**src/rtl/display_pkg.sv**
```systemverilog
// Shared constants, scan-state enum and snapshot type for the multiplexed display scanner.
// The leading-zero helper is used only when DISPLAY_SCAN_LZB_EN is defined.
package display_pkg;

  localparam logic [6:0]  SEG_ZERO   = 7'h3F;
  localparam logic [6:0]  SEG_BLANK  = 7'h00;
  localparam int unsigned NUM_DIGITS = 4;
  localparam logic [NUM_DIGITS-1:0] ANODES_OFF = 4'b1111;

  typedef enum logic [1:0] {
    IDLE,
    BLANK,
    DRIVE
  } scan_state_t;

  // Index 0 = ones ... index 3 = thousands.
  typedef logic [NUM_DIGITS-1:0][6:0] snap_t;

  // A digit is blanked only if every more-significant digit is also a blanked zero.
  function automatic logic [NUM_DIGITS-1:0] lz_mask(input snap_t s);
    logic [NUM_DIGITS-1:0] m;
    m    = '0;
    m[3] = (s[3] == SEG_ZERO);
    m[2] = m[3] && (s[2] == SEG_ZERO);
    m[1] = m[2] && (s[1] == SEG_ZERO);
    return m;
  endfunction

endpackage

```
**src/rtl/scan_prescaler.sv**
```systemverilog
// Slot counter for display_scan: counts 0..PRESCALE-1 while run is high, held at 0 otherwise.
// deadDone marks the last blanked cycle of a slot, slotEnd the last cycle of the slot.
module scan_prescaler
  import display_pkg::*;
#(
  parameter int unsigned PRESCALE = 50000,
  parameter int unsigned DEADTIME = 16
) (
  input  logic clock,
  input  logic reset,
  input  logic run,
  output logic deadDone,
  output logic slotEnd
);

  localparam int unsigned W = (PRESCALE > 1) ? $clog2(PRESCALE) : 1;
  localparam logic [W-1:0] LAST      = W'(PRESCALE - 1);
  localparam logic [W-1:0] DEAD_LAST = W'(DEADTIME - 1);

  logic [W-1:0] count;

  always_ff @(posedge clock) begin
    if (!reset || !run) begin
      count <= '0;
    end else if (count == LAST) begin
      count <= '0;
    end else begin
      count <= count + W'(1);
    end
  end

  assign deadDone = run && (count == DEAD_LAST);
  assign slotEnd  = run && (count == LAST);

endmodule

```
**src/rtl/display_scan.sv**
```systemverilog
// Four-digit multiplexed 7-segment scanner with per-frame input snapshot and registered outputs.
// Optional leading-zero blanking is enabled by defining DISPLAY_SCAN_LZB_EN.
module display_scan
  import display_pkg::*;
#(
  parameter int unsigned PRESCALE = 50000,
  parameter int unsigned DEADTIME = 16
) (
  input  logic       clock,
  input  logic       reset,
  input  logic       enable,
  input  logic [6:0] ones,
  input  logic [6:0] tens,
  input  logic [6:0] hundreds,
  input  logic [6:0] thousands,
  output logic [6:0] segments,
  output logic [3:0] anodes,
  output logic       frameStart
);

  scan_state_t state, state_n;
  logic [1:0]  digit, digit_n;
  snap_t       snap, snap_n;
  logic [3:0]  anodes_n;
  logic [6:0]  segments_n;
  logic        frame_n;
  logic        show;
  logic        run;
  logic        deadDone;
  logic        slotEnd;
`ifdef DISPLAY_SCAN_LZB_EN
  logic [NUM_DIGITS-1:0] lzb;
`endif

  assign run = enable && (state != IDLE);

  scan_prescaler #(
    .PRESCALE(PRESCALE),
    .DEADTIME(DEADTIME)
  ) u_prescaler (
    .clock   (clock),
    .reset   (reset),
    .run     (run),
    .deadDone(deadDone),
    .slotEnd (slotEnd)
  );

  // Outputs are derived from the next state so they update on the same edge as the state.
  always_comb begin
    state_n    = state;
    digit_n    = digit;
    snap_n     = snap;
    frame_n    = 1'b0;
    anodes_n   = ANODES_OFF;
    segments_n = SEG_BLANK;

    if (!enable) begin
      state_n = IDLE;
      digit_n = '0;
    end else begin
      unique case (state)
        IDLE: begin
          state_n = BLANK;
          digit_n = '0;
          snap_n  = {thousands, hundreds, tens, ones};
          frame_n = 1'b1;
        end
        BLANK: begin
          if (deadDone) state_n = DRIVE;
        end
        DRIVE: begin
          if (slotEnd) begin
            state_n = BLANK;
            digit_n = digit + 2'd1;
            if (digit == 2'd3) begin
              snap_n  = {thousands, hundreds, tens, ones};
              frame_n = 1'b1;
            end
          end
        end
        default: begin
          state_n = IDLE;
          digit_n = '0;
        end
      endcase
    end

    show = (state_n == DRIVE);
`ifdef DISPLAY_SCAN_LZB_EN
    lzb  = lz_mask(snap_n);
    show = show && !lzb[digit_n];
`endif
    if (show) begin
      anodes_n[digit_n] = 1'b0;
      segments_n        = snap_n[digit_n];
    end
  end

  always_ff @(posedge clock) begin
    if (!reset) begin
      state      <= IDLE;
      digit      <= '0;
      snap       <= '0;
      anodes     <= ANODES_OFF;
      segments   <= SEG_BLANK;
      frameStart <= 1'b0;
    end else begin
      state      <= state_n;
      digit      <= digit_n;
      snap       <= snap_n;
      anodes     <= anodes_n;
      segments   <= segments_n;
      frameStart <= frame_n;
    end
  end

endmodule
```
**config.mk**
```make
export PLATFORM = sky130hd
export DESIGN_NAME = display_scan
export DESIGN_NICKNAME = d
export VERILOG_FILES = /design/src/rtl/display_pkg.sv /design/src/rtl/scan_prescaler.sv /design/src/rtl/display_scan.sv
export SDC_FILE = /design/constraint.sdc
export NUM_CORES = 1
export LEC_CHECK = 0
export CORE_MARGIN = 2
export CORE_UTILIZATION = 58
export CTS_CLUSTER_DIAMETER = 120
export DETAILED_ROUTE_END_ITERATION = 10
export PLACE_DENSITY = 0.93
export SYNTH_ARGS = -nofsm -noshare
export SYNTH_HDL_FRONTEND = slang
export SYNTH_SLANG_ARGS = --single-unit
```
**constraint.sdc**
```tcl
create_clock -name clock -period 6.69 [get_ports clock]
set_input_delay 1.0035 -clock clock [delete_from_list [all_inputs] [get_ports clock]]
set_output_delay 1.0035 -clock clock [all_outputs]
set_load 0.005 [all_outputs]
```
# [After elaboration in Yosys (flattened, before gate mapping)]
# Index checks and enable logic that the tools add are counted.
[op_classes] n_reduce_logical=12 magnitude_cmp=2 add_sub_neg=2 n_bitwise=1 n_mux=18 eq_ne=6
[op_table] operator="two-way mux 28 bit" count=3
[op_table] operator="case mux 28 bit (2 select lines)" count=1
[op_table] operator="adder 16 x 1 -> 16 bit (second input constant)" count=1
[op_table] operator="== test 16 bit (second input constant)" count=1
[op_table] operator="== test 16 x 4 -> 1 bit (second input constant)" count=1
[op_table] operator="binary-select mux 7 bit (select 2 bit)" count=1
[op_table] operator="two-way mux 2 bit" count=5
[op_table] operator="two-way mux 7 bit" count=1
[op_table] operator="== test 2 bit (second input constant)" count=3
[op_table] operator="case mux 2 bit (3 select lines)" count=1
[op_table] operator="logical AND 1 bit" count=4
[op_table] operator="NOT 4 bit" count=1
[op_table] operator="case mux 2 bit (2 select lines)" count=1
[op_table] operator="AND reduction 2 bit" count=2
[op_table] operator="less-than comparator 2 x 3 -> 1 bit (second input constant)" count=1
[op_table] operator="two-way mux 1 bit" count=3
[op_table] operator="adder 2 x 1 -> 2 bit (second input constant)" count=1
[op_table] operator="demux 1 bit (select 2 bit)" count=1
[op_table] operator="== test 2 x 1 -> 1 bit (second input constant)" count=1
[op_table] operator=">= comparator 2 x 1 -> 1 bit (second input constant)" count=1
[op_table] operator="logical NOT 1 bit" count=2
[op_table] operator="logical NOT 2 bit" count=1
[op_table] operator="case mux 1 bit (2 select lines)" count=1
[op_table] operator="nonzero test 2 bit" count=1
[op_table] operator="2 further kinds" count=2
[word_totals] in_bits=31 regBits=60 elab_cells=51

# [Depth between registers and ports, before layout]
[logic_depth] ltp_word=11 mapped_depth=11 mapped_depth_nobuf=8

# [By module]
# A second synthesis with hierarchy kept.
[hier_totals] cells_unflattened=317 hier_area_um2=2803.9
[modules_own_cells] mod="display_scan" cells_per_inst=230 area_each_um2=2054.5 instances=1
[modules_own_cells] mod="scan_prescaler" cells_per_inst=87 area_each_um2=749.5 instances=1

# [Worst setup path after synthesis]
# No wires, ideal clock.
[synth_path] path_type="input to register" from="input port enable" to="register segments[0]" arrival_time_ps=2497 path_stages=7 setup_slack_ps=4076 n_path_buf=2 path_cell_list="nand2b_1 > or4_1 > and3_1 > buf_6 > buf_6 > a221o_1 > a32o_1"
[synth_between] elab_chain_cells=7 word_cells_on_any_way=17 classes_between="1 x eq/ne; 12 x mux; 4 x reduce/logical"
[synth_lines] item="start, declared" line="display_scan.sv:11" text="input logic enable,"
[synth_lines] item="logical AND 1 bit" line="display_scan.sv:35" text="assign run = enable && (state != IDLE);"
[synth_lines] item="logical AND 1 bit (on tied branches)" line="scan_prescaler.sv:33, scan_prescaler.sv:32"
[synth_lines] item="two-way mux 28 bit, or another cell as far along" line="display_scan.sv:72" text="if (slotEnd) begin"
[synth_lines] item="case mux 28 bit (2 select lines), or another cell as far along" line="display_scan.sv:61" text="unique case (state)"
[synth_lines] item="two-way mux 28 bit or two-way mux 2 bit (tied branches)" line="display_scan.sv:57" text="if (!enable) begin"
[synth_lines] item="binary-select mux 7 bit (select 2 bit) or == test 2 bit (tied branches)" line="display_scan.sv:95, display_scan.sv:88"
[synth_lines] item="two-way mux 7 bit (not written as such) or AND reduction 2 bit (tied branches)"
[synth_lines] item="end signal, assigned" line="display_scan.sv:112" text="segments <= segments_n;"
[synth_lines] item="end, declared" line="display_scan.sv:16" text="output logic [6:0] segments,"
# Several ways; a longest one is shown, not always the timed one. The select of a mux whose other input is x is not followed.
# A chain may end at the register's enable or synchronous reset.

# [Worst setup path after layout]
[layout_path] from="input port enable" to="register segments[4]"
# The elaborated chain is that of the path after synthesis.

==> results.sh <==
export IMPL_initial_core_util_pct=60.1
export IMPL_power_leakage_nw=1.23
export IMPL_grt_max_degree=33
export IMPL_first_pass_iters=4
export IMPL_reg2reg_slack_ps=3700
export IMPL_grt_pass1_wl_um=11100
export IMPL_status="completed"
export IMPL_min_period_ps=3990
export IMPL_cts_tree="yes"
export IMPL_drive_gt1_share_pct=6.05
export IMPL_overflow=0
export IMPL_antenna_found_initial=0
export IMPL_hold_class="flop to flop"
export IMPL_final_area_um2=3470
export IMPL_ios=43
export IMPL_peakVddDrop_mv=0.140
export IMPL_rsz0062_at_grt="false"
export IMPL_syn_num_nets=348
export IMPL_hold_viol=0
export IMPL_antenna_cells=0
export IMPL_synth_warning_count=0
export IMPL_slew_headroom_pct=26.0
export IMPL_hold_buffers=0
export IMPL_setup_tns_ps=0
export IMPL_power_density_nw_per_um2=231
export IMPL_final_setup_worst_slack_ps=2700
export IMPL_fin_cells=414
export IMPL_clk_path_buf_depth=2
export IMPL_cts_resized_gates=0
export IMPL_clkTransAtPathRegs_ps=70
export IMPL_fp_dieW_um=74.0
export IMPL_area_growth_pct=22.2
export IMPL_wl_met2_um=3350
export IMPL_post_drt_wl_per_cell_um=16.8
export IMPL_wl_met1_um=3020
export IMPL_cp_cell_sequence="clkdlybuf4s50_1 > nor2b_1 > nand4_1 > a32oi_1 > o32ai_1 > a32o_1"
export IMPL_wirelength_um=6950
export IMPL_critPathKind="input pin to flop"
export IMPL_numCtsBuffers=9
export IMPL_drv_cap=0
export IMPL_root_buffer="clkbuf_8"
export IMPL_cts_sinks=60
export IMPL_crit_path_start_kind="input pin"
export IMPL_fillers=341
export IMPL_critPathRequiredTime_ps=6940
export IMPL_dr_max_layer_used="met4"
export IMPL_synth_avg_cell_area_um2=9.13
export IMPL_dr_first_iter_drc_count=213
export IMPL_clock_latency_ps=360
export IMPL_slew_viol_final=0
export IMPL_max_freq_ghz=0.251
export IMPL_end_kind="flop"
export IMPL_placedCellCount=398
export IMPL_syn_inst=311
export IMPL_ant_nets=0
export IMPL_fin_crit_sh_pct=59.7
export IMPL_worst_slew_pin_slew_ps=1100
export IMPL_port_buffers=42
export IMPL_vias_per_cell=5.98
export IMPL_grt_pass1_vias=2297
export IMPL_slowest_delay_ps=1090
export IMPL_post_cts_buffers=0
export IMPL_core_um2=4720
export IMPL_pre_cts_ws_ps=2440
export IMPL_fp_row_count=25
export IMPL_wl_met3_um=488
export IMPL_fin_worst_skew_ps=6.29
export IMPL_ys_ff_latch=60
export IMPL_cp_slowest_cell="clkdlybuf4s50_1"
export IMPL_die_h_um=74.0
export IMPL_netlist_area_um2=2840
export IMPL_cp_arrival_ps=4240
export IMPL_setup_viol=0
export IMPL_worst_path_max_fanout=30
export IMPL_place_hpwl_um=4410
export IMPL_drc_errors=0
export IMPL_htree_levels=3
export IMPL_power_mw=0.801
export IMPL_post_dp_cell_area_um2=3250
export IMPL_vias=2476
export IMPL_track_usage_pct=27.1
export IMPL_ys_seq_area_share_pct=42.3
export IMPL_gp_congestion=0.868
export IMPL_fin_nets=379
export IMPL_dieArea_um2=5470
export IMPL_synth_cell_types=38
==> critical path: cells and delay by family <==
kind,cells,cell delay (ps)
buf+inv,1,1090
compound gates,3,990
simple gates,2,1160
==> cells in the final DEF, fill, tap and decap left out, types with 2 or more instances in the layout <==
| cell | netlist | layout |
|---|---|---|
| dfxtp_1 | 60 | 60 |
| clkdlybuf4s50_1 | 0 | 42 |
| nor2b_1 | 30 | 30 |
| nor2_1 | 25 | 25 |
| and2_1 | 24 | 24 |
| a32oi_1 | 22 | 22 |
| nand2_1 | 16 | 16 |
| clkbuf_8 | 0 | 13 |
| and3_1 | 10 | 10 |
| nand3_1 | 8 | 8 |
| o21ai_0 | 8 | 8 |
| a221o_1 | 7 | 7 |
| o32ai_1 | 7 | 7 |
| a32o_1 | 7 | 7 |
| a22oi_1 | 7 | 7 |
| xnor2_1 | 7 | 7 |
| a21oi_1 | 6 | 6 |
| ha_1 | 6 | 6 |
| xor2_1 | 5 | 5 |
| inv_1 | 4 | 4 |
| nor3_1 | 4 | 4 |
| nand2b_1 | 4 | 4 |
| and4_1 | 3 | 3 |
| or3_1 | 3 | 3 |
| nand3b_1 | 2 | 2 |
| nand4_1 | 2 | 2 |
==> per-layer routing <==
layer / vias to the layer above / GRT usage [%]
li1: 1199 / -
met1: 1167 / 35.6
met2: 96 / 42.3
met3: 14 / 6.91
met4: 0 / 12.3
met5: - / 0
==> through the flow <==
step | hold slack [ps] | util [%]
final | 444 | 73.4
after global routing | 464 | 73.4
after CTS | 448 | 73.4
after detailed placement | 439 | 68.7
after global placement | 426 | 68.7
after floorplan | 413 | -
==> layout make-up <==
type | count | area, µm² | area share, %
timing repair buffer | 43 | 428 | 12.3
sequential | 60 | 1200 | 34.6
clock buffer | 13 | 179 | 5.16
inverter | 4 | 15.0 | 0.433
tap | 67 | 83.8 | 2.42
multi-input combinational | 224 | 1520 | 43.8
clock inverter | 3 | 42.5 | 1.23
==> power breakdown <==
group,switching (mW),internal [mW]
registers,0.00392,0.368
logic,0.0352,0.0355
clock network,0.147,0.212
total,0.186,0.615
==> logic make-up (layout without fill, tap and decap cells) <==
| group | count (synthesis) | in the layout | synth area share, % |
|---|---|---|---|
| compound gates | 68 | 68 | 19.3 |
| xor+xnor | 12 | 12 | 3.70 |
| fa+ha+maj | 6 | 6 | 2.64 |
| buf+inv | 27 | 63 | 4.19 |
| flops | 60 | 60 | 42.3 |
| simple gates | 138 | 138 | 27.8 |
==> path summary, 6_finish.rpt <==
| kind | startpoint | endpoint | cells past startpoint |
|---|---|---|---|
| worst max-delay path | enable | segments[4] | 6 |
| worst max register to register | u_prescaler.count[0] | segments[4] | 7 |
| worst min-delay path | u_prescaler.count[0] | u_prescaler.count[0] | 1 |
| worst min register to register | u_prescaler.count[0] | u_prescaler.count[0] | 1 |
==> Yosys cell counts (all sizes together) <==
cell	number	area share, %
a21oi	6	1.1
a221o	7	2.5
a22oi	7	1.9
a31o	1	0.31
a31oi	1	0.22
a32o	7	2.5
a32oi	22	6.8
and2	24	5.3
and3	10	2.2
and4	3	0.93
and4b	1	0.35
buf	4	1.1
clkbuf	19	2.5
dfxtp	60	42
ha	6	2.6
inv	4	0.53
nand2	16	2.1
nand2b	4	0.88
nand3	9	1.8
nand3b	2	0.53
nand4	2	0.44
nor2	25	3.3
nor2b	30	6.6
nor3	4	0.71
nor4	3	1.4
nor4bb	1	0.35
o21ai	8	1.4
o311ai	1	0.31
o32ai	7	2.2
o41ai	1	0.31
or3	3	0.66
or4	1	0.26
xnor2	7	2.2
xor2	5	1.5
==> sequential cells by signal, indices dropped and copies added, names as in the netlist <==
register           cells
anodes                 4
digit                  2
frameStart             1
segments               7
snap                  28
state                  2
u_prescaler.count     16
Note: power is estimated with default switching activity, not from simulation.
